## src/rtl/fp16_harness_pkg.sv

```systemverilog
`default_nettype none
// ============================================================================
// fp16_harness_pkg : shared types and FP16 boundary constants for the sweep
// Revision: 1.0
// ============================================================================
package fp16_harness_pkg;

  localparam int MAX_LANES = 8;

  localparam logic [15:0] MIN_POS               = 16'h0400;
  localparam logic [15:0] MAX_POS               = 16'h7BFF;
  localparam logic [15:0] MIN_NEG               = 16'h8400;
  localparam logic [15:0] MAX_NEG_NON_SUBNORMAL = 16'hFBFF;
  localparam logic [15:0] FP16_ONE              = 16'h3C00;

  typedef enum logic [1:0] {
    IDLE  = 2'd0,
    RUN   = 2'd1,
    DRAIN = 2'd2,
    DONE  = 2'd3
  } state_t;

  // Mask is sized for the widest legal lane count; unused lanes stay zero.
  typedef struct packed {
    logic [15:0]          a;
    logic [15:0]          x_base;
    logic [MAX_LANES-1:0] mask;
  } tag_t;

endpackage
`default_nettype wire

```

## src/rtl/fp16_sweep_harness_sync_fifo.sv

```systemverilog
`default_nettype none
// ============================================================================
// sync_fifo : single-clock FIFO with occupancy counter and full/empty flags
// Revision: 1.0
// ============================================================================
module sync_fifo #(
  parameter int WIDTH = 8,
  parameter int DEPTH = 16
) (
  input  logic             clock,
  input  logic             resetn,
  input  logic             push,
  input  logic [WIDTH-1:0] push_data,
  input  logic             pop,
  output logic [WIDTH-1:0] pop_data,
  output logic             full,
  output logic             empty
);

  localparam int              c_AW   = (DEPTH > 1) ? $clog2(DEPTH) : 1;
  localparam logic [c_AW:0]   c_FULL = DEPTH[c_AW:0];

  logic [WIDTH-1:0] r_mem [DEPTH];
  logic [c_AW-1:0]  r_wr_ptr;
  logic [c_AW-1:0]  r_rd_ptr;
  logic [c_AW:0]    r_count;
  logic             w_wr;
  logic             w_rd;

  assign w_wr     = push && !full;
  assign w_rd     = pop && !empty;
  assign full     = (r_count == c_FULL);
  assign empty    = (r_count == '0);
  assign pop_data = r_mem[r_rd_ptr];

  always_ff @(posedge clock) begin
    if (!resetn) begin
      r_wr_ptr <= '0;
      r_rd_ptr <= '0;
      r_count  <= '0;
    end else begin
      if (w_wr) r_wr_ptr <= r_wr_ptr + c_AW'(1);
      if (w_rd) r_rd_ptr <= r_rd_ptr + c_AW'(1);
      case ({w_wr, w_rd})
        2'b10:   r_count <= r_count + (c_AW+1)'(1);
        2'b01:   r_count <= r_count - (c_AW+1)'(1);
        default: r_count <= r_count;
      endcase
    end
  end

  always_ff @(posedge clock) begin
    if (w_wr) r_mem[r_wr_ptr] <= push_data;
  end

endmodule
`default_nettype wire

```

## src/rtl/fp16_sweep_harness.sv

```systemverilog
`default_nettype none
// ============================================================================
// fp16_sweep_harness : sweeps (alpha, x) raw FP16 codes into a DUT and
//                      re-aligns the DUT results with their issue tags
// Revision: 1.0
// ============================================================================
module fp16_sweep_harness
  import fp16_harness_pkg::*;
#(
  parameter int LANES     = 1,
  parameter int TAG_DEPTH = 16
) (
  input  logic                clock,
  input  logic                resetn,
  input  logic                start,
  input  logic [15:0]         x_lo,
  input  logic [15:0]         x_hi,
  input  logic [15:0]         a_lo,
  input  logic [15:0]         a_hi,
  output logic                dut_ivalid,
  input  logic                dut_iready,
  output logic [16*LANES-1:0] dut_x,
  output logic [15:0]         dut_a,
  input  logic                dut_ovalid,
  output logic                dut_oready,
  input  logic [16*LANES-1:0] dut_y,
  output logic                res_valid,
  input  logic                res_ready,
  output logic [15:0]         res_a,
  output logic [15:0]         res_x,
  output logic [16*LANES-1:0] res_y,
  output logic [LANES-1:0]    res_mask,
  output logic                busy,
  output logic                done,
  output logic                err_range,
  output logic                err_proto,
  output logic [31:0]         beats
);

  state_t          r_state;
  logic [15:0]     r_x_lo;
  logic [15:0]     r_x_hi;
  logic [15:0]     r_a_hi;
  logic [15:0]     r_x_base;
  logic [15:0]     r_a;
  logic [31:0]     r_beats;
  logic            r_busy;
  logic            r_done;
  logic            r_err_range;
  logic            r_err_proto;

  tag_t            w_tag_in;
  tag_t            w_head;
  logic            w_full;
  logic            w_empty;
  logic            w_issue;
  logic            w_pop;
  logic            w_wrap;
  logic [16:0]     w_next_x;
  logic [MAX_LANES-1:0] w_mask;
  logic            w_unused_mask;

  // 17-bit arithmetic keeps x_hi = FFFF from wrapping back into range.
  assign w_next_x = {1'b0, r_x_base} + 17'(LANES);
  assign w_wrap   = w_next_x > {1'b0, r_x_hi};

  generate
    for (genvar gi = 0; gi < MAX_LANES; gi++) begin : g_lane
      if (gi < LANES) begin : g_live
        assign w_mask[gi]          = ({1'b0, r_x_base} + 17'(gi)) <= {1'b0, r_x_hi};
        assign dut_x[16*gi +: 16]  = r_x_base + 16'(gi);
      end else begin : g_pad
        assign w_mask[gi] = 1'b0;
      end
    end
  endgenerate

  assign dut_a      = r_a;
  assign dut_ivalid = resetn && (r_state == RUN) && !w_full;
  assign dut_oready = resetn && res_ready && !w_empty;
  assign res_valid  = resetn && dut_ovalid && !w_empty;
  assign w_issue    = dut_ivalid && dut_iready;
  assign w_pop      = dut_ovalid && dut_oready;

  assign w_tag_in.a      = r_a;
  assign w_tag_in.x_base = r_x_base;
  assign w_tag_in.mask   = w_mask;

  assign res_a         = w_head.a;
  assign res_x         = w_head.x_base;
  assign res_mask      = w_head.mask[LANES-1:0];
  assign res_y         = dut_y;
  assign w_unused_mask = ^w_head.mask;

  assign busy      = r_busy;
  assign done      = r_done;
  assign err_range = r_err_range;
  assign err_proto = r_err_proto;
  assign beats     = r_beats;

  sync_fifo #(
    .WIDTH ($bits(tag_t)),
    .DEPTH (TAG_DEPTH)
  ) u_tag_fifo (
    .clock     (clock),
    .resetn    (resetn),
    .push      (w_issue),
    .push_data (w_tag_in),
    .pop       (w_pop),
    .pop_data  (w_head),
    .full      (w_full),
    .empty     (w_empty)
  );

  always_ff @(posedge clock) begin
    if (!resetn) begin
      r_state     <= IDLE;
      r_x_lo      <= '0;
      r_x_hi      <= '0;
      r_a_hi      <= '0;
      r_x_base    <= '0;
      r_a         <= '0;
      r_beats     <= '0;
      r_busy      <= 1'b0;
      r_done      <= 1'b0;
      r_err_range <= 1'b0;
      r_err_proto <= 1'b0;
    end else begin
      r_done <= 1'b0;
      // A result with no tag outstanding is dropped and flagged.
      if (dut_ovalid && w_empty) r_err_proto <= 1'b1;
      case (r_state)
        IDLE: begin
          if (start) begin
            r_x_lo  <= x_lo;
            r_x_hi  <= x_hi;
            r_a_hi  <= a_hi;
            r_beats <= '0;
            if ((x_lo > x_hi) || (a_lo > a_hi)) begin
              r_err_range <= 1'b1;
              r_done      <= 1'b1;
              r_state     <= DONE;
            end else begin
              r_err_range <= 1'b0;
              r_x_base    <= x_lo;
              r_a         <= a_lo;
              r_busy      <= 1'b1;
              r_state     <= RUN;
            end
          end
        end
        RUN: begin
          if (w_issue) begin
            r_beats <= r_beats + 32'd1;
            if (w_wrap) begin
              r_x_base <= r_x_lo;
              r_a      <= r_a + 16'd1;
              if (r_a == r_a_hi) r_state <= DRAIN;
            end else begin
              r_x_base <= w_next_x[15:0];
            end
          end
        end
        DRAIN: begin
          if (w_empty) begin
            r_busy  <= 1'b0;
            r_done  <= 1'b1;
            r_state <= DONE;
          end
        end
        DONE: begin
          r_state <= IDLE;
        end
        default: r_state <= IDLE;
      endcase
    end
  end

endmodule
`default_nettype wire

```

## config.mk

```make
export PLATFORM = sky130hd
export DESIGN_NAME = fp16_sweep_harness
export DESIGN_NICKNAME = d
export VERILOG_FILES = /design/src/rtl/fp16_harness_pkg.sv /design/src/rtl/fp16_sweep_harness_sync_fifo.sv /design/src/rtl/fp16_sweep_harness.sv
export SDC_FILE = /design/constraint.sdc
export NUM_CORES = 1
export LEC_CHECK = 0
export CAP_MARGIN = 20
export CORE_ASPECT_RATIO = 2
export CORE_MARGIN = 4
export CORE_UTILIZATION = 50
export DETAILED_ROUTE_END_ITERATION = 7
export PLACE_DENSITY_LB_ADDON = 0.3
export SYNTH_ARGS = -nofsm -noshare
export SYNTH_HDL_FRONTEND = slang
export SYNTH_SLANG_ARGS = --single-unit
export TNS_END_PERCENT = 30
```

## constraint.sdc

```tcl
create_clock -name clock -period 13.6 [get_ports clock]
set_input_delay 2.72 -clock clock [delete_from_list [all_inputs] [get_ports clock]]
set_output_delay 2.72 -clock clock [all_outputs]
set_load 0.05 [all_outputs]
```

==> results <==
- STA puts the critical path data required time at 10880 ps.
- After layout, the minimum clock period comes to 7860 ps.
- The clock input transition at the sequential cells of the worst setup and hold paths is 70 ps.
- The first-pass GRT wire length is 104 mm.
- The number of gates resized after cts is 0.
- Across the routed clock network, the largest skew measured is 29.8 ps.
- The final hold violation count is 0.
- Setup repair after global routing left no endpoint under its margin.
- After synthesis the netlist holds a flip-flop and latch count of 663.
- Entering global routing, the biggest net connects 78 pins.
- The core area is approximately 56000 µm².
- STA classifies the critical path startpoint as a flip-flop.
- The via count of the first global-routing pass was 17318.
- The remaining number of nets flagged by the antenna check after routing is 0.
- The number of buffers on the longest clock path is 3.
- The CTS buffer count is 53.
- Sequential cells were found to cover roughly two thirds of the synthesized design area.
- Across every metal layer, demand over resource in global routing totals between 20 and 25%.
- The routability congestion estimate is roughly 0.86.
- The design draws 5.59 mW.
- During I/O placement, the number of pins put on the boundary was 206.
- For the pin with the worst max-slew slack, the measured transition is 1060 ps.
- Cells with a size suffix above 1 make up 16.3% of the layout.
- After synthesis, the mean cell area works out to 15.4 µm².
- The post-synth net total is 2015.
- The net switching power of the design is 1.82 mW.
- The floorplan has 123 rows.
- For this run, the number of Yosys warnings is 0.
- The global-route congestion overflow total is 0.
- The worst setup path is captured at an output port.
- The worst-path maximum fanout is 48.
- The number of antenna violations at the first check in global routing came to 0.
- The number of max-cap violations is 0.
- Static timing analysis puts the maximum clock frequency at 127 MHz.
- The proportion of register bits with asynchronous set or reset after synthesis is 0%.
- After routing, the total negative slack on setup checks comes to 0 ps.
- The H-tree depth is 2.
- The maximum ir drop on the vdd rail is between 0.1 and 0.15 mV.
- The number of port buffers is about 170.
- The arrival time of data at the critical path endpoint is 5140 ps.
- The later pin in the worst-skew pair is clocked with a latency of 610 ps.
- The starting density of the core is 50.5%.
- The type of the tightest min-delay check is flip-flop to flip-flop.
- The finished cells cover 32600 µm².
- The flow ran to the end, and the final reports show no timing, DRC or antenna violations.
- TritonCTS built the clock tree.
- After detailed routing, the average wire length per cell comes to around 24 µm.
- Synthesis instantiated 66 different standard cells from the library.
- After layout, the worst path uses 57.8% of the clock period.
- The synthesis-to-layout area growth is 14.4%.
- The number of hold buffers added after CTS is 0.
- The detailed placement HPWL is 42.6 mm.
- Before antenna repair, the detailed router went through 5 iterations.
- The cell chosen for the clock root is sky130_fd_sc_hd__clkbuf_16.
- The number of flops mapped to enable cells by yosys is 528.
- Registers are responsible for 48.0% of the overall power.
- The chip width is around 180 µm.
- For this block, the initial DRC count from the detailed router was ~1400.
- For this block, the routed nets add up to 67.7 mm of wire.
- The final max-slew violation count is 0.
- Dividing the detail-routed via count by the number of cells gives 5.94.
- The total power divided by cell area is 172 nW/µm².
- Per report_power, the combinational group accounts for 24.3% of the total.
- The setup violation total in the final timing report is 0.
- The die is ~350 µm tall.
- Summing over every cut layer, the via total after detailed routing is 16460.
- The worst slew margin relative to its limit is ~29%.
- The net count reported at finish is 2146.
- The clock net in this run drives a total of 663 sinks.
- In the synthesized netlist, the number of instances is 1848.
- The relative contribution of the clock network to total power is 27.8%.
- In this run the cell area measured after placement is 30800 µm².
- Internal power comes to around 3.8 mW.
- The most common flop cell mapped by yosys is sky130_fd_sc_hd__edfxtp_1.
- The remaining design rule violation count is 0.
- The cell area that synthesis handed to floorplanning was 28500 µm².
- The leakage power summed over all cells is 10.6 nW.
- 0 antenna diodes ended up in the layout.
- The switching fraction of total power is 32.5%.
- After clock tree synthesis, the setup repair step added 0 buffers.
- The critical path is of the flip-flop to output port type.
- The die footprint is 61000 µm².
## flip-flops by register name, indices dropped and copies added (netlist names), 5 cells and up, named ones only
register	flops
dut_a	16
r_a_hi	16
r_x_base	16
u_tag_fifo.r_mem	528
beats	32
r_x_lo	16
r_x_hi	16
u_tag_fifo.r_count	5
## power groups by stage
stage	logic (mW)	registers (mW)	clock network [mW]
after global routing	1.48	2.71	1.66
after detailed placement	1.34	2.73	0
after floorplan	0.962	2.69	0
after CTS	1.35	2.69	1.58
final	1.36	2.68	1.55
after global placement	1.32	2.71	0
## logic make-up after synthesis
logic type	synth area share (%)
AOI/OAI and AO/OA	5.44
xor gates and xnor gates	2.03
adders and majority gates	3.59
buffers and inverters	3.74
DFF	65.2
muxes	13.2
and+or+nand+nor	6.79
## layer usage
metal  wire length (µm)  share of wire, %  track usage, %
met1              25100                37            27.3
met3               3820               5.6            3.37
met4               2170               3.2            7.10
met2              36600                54            40.4
met5                  0                 0               0
## cells in the mapped netlist (10+ instances only)
cell | n | area [µm²]
sky130_fd_sc_hd__o21a_1 | 11 | 82.6
sky130_fd_sc_hd__or3_1 | 10 | 62.6
sky130_fd_sc_hd__buf_1 | 11 | 41.3
sky130_fd_sc_hd__nor3_1 | 15 | 75.1
sky130_fd_sc_hd__a31oi_1 | 17 | 106
sky130_fd_sc_hd__xor2_1 | 36 | 315
sky130_fd_sc_hd__buf_4 | 53 | 398
sky130_fd_sc_hd__clkbuf_1 | 60 | 225
sky130_fd_sc_hd__a21oi_1 | 89 | 445
sky130_fd_sc_hd__nor2_1 | 89 | 334
sky130_fd_sc_hd__nand3_1 | 30 | 150
sky130_fd_sc_hd__and3_1 | 14 | 87.6
sky130_fd_sc_hd__mux4_2 | 165 | 3720
sky130_fd_sc_hd__buf_2 | 13 | 65.1
sky130_fd_sc_hd__nand2_1 | 158 | 593
sky130_fd_sc_hd__o211ai_1 | 18 | 135
sky130_fd_sc_hd__nand4_1 | 32 | 200
sky130_fd_sc_hd__inv_1 | 78 | 293
sky130_fd_sc_hd__dfxtp_1 | 135 | 2700
sky130_fd_sc_hd__o21ai_0 | 45 | 225
sky130_fd_sc_hd__ha_1 | 80 | 1000
sky130_fd_sc_hd__xnor2_1 | 30 | 263
sky130_fd_sc_hd__edfxtp_1 | 528 | 15900
sky130_fd_sc_hd__nand3b_1 | 16 | 120
## cell type report
type	instances	area [µm²]
fillers	4355	23800
flip-flops and latches	663	18600
multi-input cells	965	8960
repair buffers	216	2050
clock buffers	60	1370
well taps	750	938
clock inverters	35	364
inverters	80	300
## cells in the final DEF, fill, tap and decap left out, types with 8 or more instances in the layout
| cell type | instances |
|---|---|
| sky130_fd_sc_hd__o21a_1 | 11 |
| sky130_fd_sc_hd__o21ai_0 | 44 |
| sky130_fd_sc_hd__clkbuf_16 | 54 |
| sky130_fd_sc_hd__nor2_4 | 12 |
| sky130_fd_sc_hd__clkinv_1 | 9 |
| sky130_fd_sc_hd__a211oi_1 | 9 |
| sky130_fd_sc_hd__nor3_1 | 11 |
| sky130_fd_sc_hd__edfxtp_1 | 528 |
| sky130_fd_sc_hd__or3_1 | 10 |
| sky130_fd_sc_hd__ha_1 | 79 |
| sky130_fd_sc_hd__xor2_1 | 36 |
| sky130_fd_sc_hd__a31oi_1 | 17 |
| sky130_fd_sc_hd__o211ai_1 | 18 |
| sky130_fd_sc_hd__nand4_1 | 32 |
| sky130_fd_sc_hd__a221oi_1 | 8 |
| sky130_fd_sc_hd__nand3_1 | 30 |
| sky130_fd_sc_hd__dfxtp_1 | 131 |
| sky130_fd_sc_hd__a311oi_1 | 9 |
| sky130_fd_sc_hd__and3_1 | 14 |
| sky130_fd_sc_hd__nand2_1 | 158 |
| sky130_fd_sc_hd__clkdlybuf4s50_1 | 173 |
| sky130_fd_sc_hd__buf_4 | 43 |
| sky130_fd_sc_hd__inv_1 | 78 |
| sky130_fd_sc_hd__a21oi_1 | 89 |
| sky130_fd_sc_hd__xnor2_1 | 30 |
| sky130_fd_sc_hd__clkinv_2 | 8 |
| sky130_fd_sc_hd__nor2_1 | 77 |
| sky130_fd_sc_hd__nand3b_1 | 16 |
| sky130_fd_sc_hd__mux4_2 | 165 |
## worst paths after layout
| check | start | endpoint | cells past startpoint | slack [ps] |
|---|---|---|---|---|
| hold reg to reg | r_x_lo[14]$_SDFFE_PN0P_ | r_x_lo[14]$_SDFFE_PN0P_ | 2 | 460 |
| setup / recovery | flip-flop | res_a[7] | 5 | 5740 |
| setup reg to reg | r_x_base[0]$_SDFFE_PN0P_ | dut_a[8]$_SDFFE_PN0P_ | 13 | 8440 |
| hold / removal | r_x_lo[14]$_SDFFE_PN0P_ | r_x_lo[14]$_SDFFE_PN0P_ | 2 | 460 |
## worst max-delay path: stages (launching register included)
cell and delay (ps):
sky130_fd_sc_hd__dfxtp_4 990, sky130_fd_sc_hd__buf_4 870, sky130_fd_sc_hd__buf_4 730, sky130_fd_sc_hd__mux4_2 580
sky130_fd_sc_hd__mux4_2 510, sky130_fd_sc_hd__clkdlybuf4s50_1 730
## metrics by stage
stage | cells | worst slack (ps) | hold WS [ps] | util (%)
finish | 2769 | 5740 | 456 | 57.8
global route | 2769 | 5280 | 479 | 57.8
CTS | 2768 | 5530 | 457 | 57.8
detailed placement | 2673 | 6170 | 446 | 54.7
floorplan | 1848 | 6640 | 436 | -
global placement | 2673 | 6190 | 444 | 54.7
Note: power is estimated with default switching activity, not from simulation.
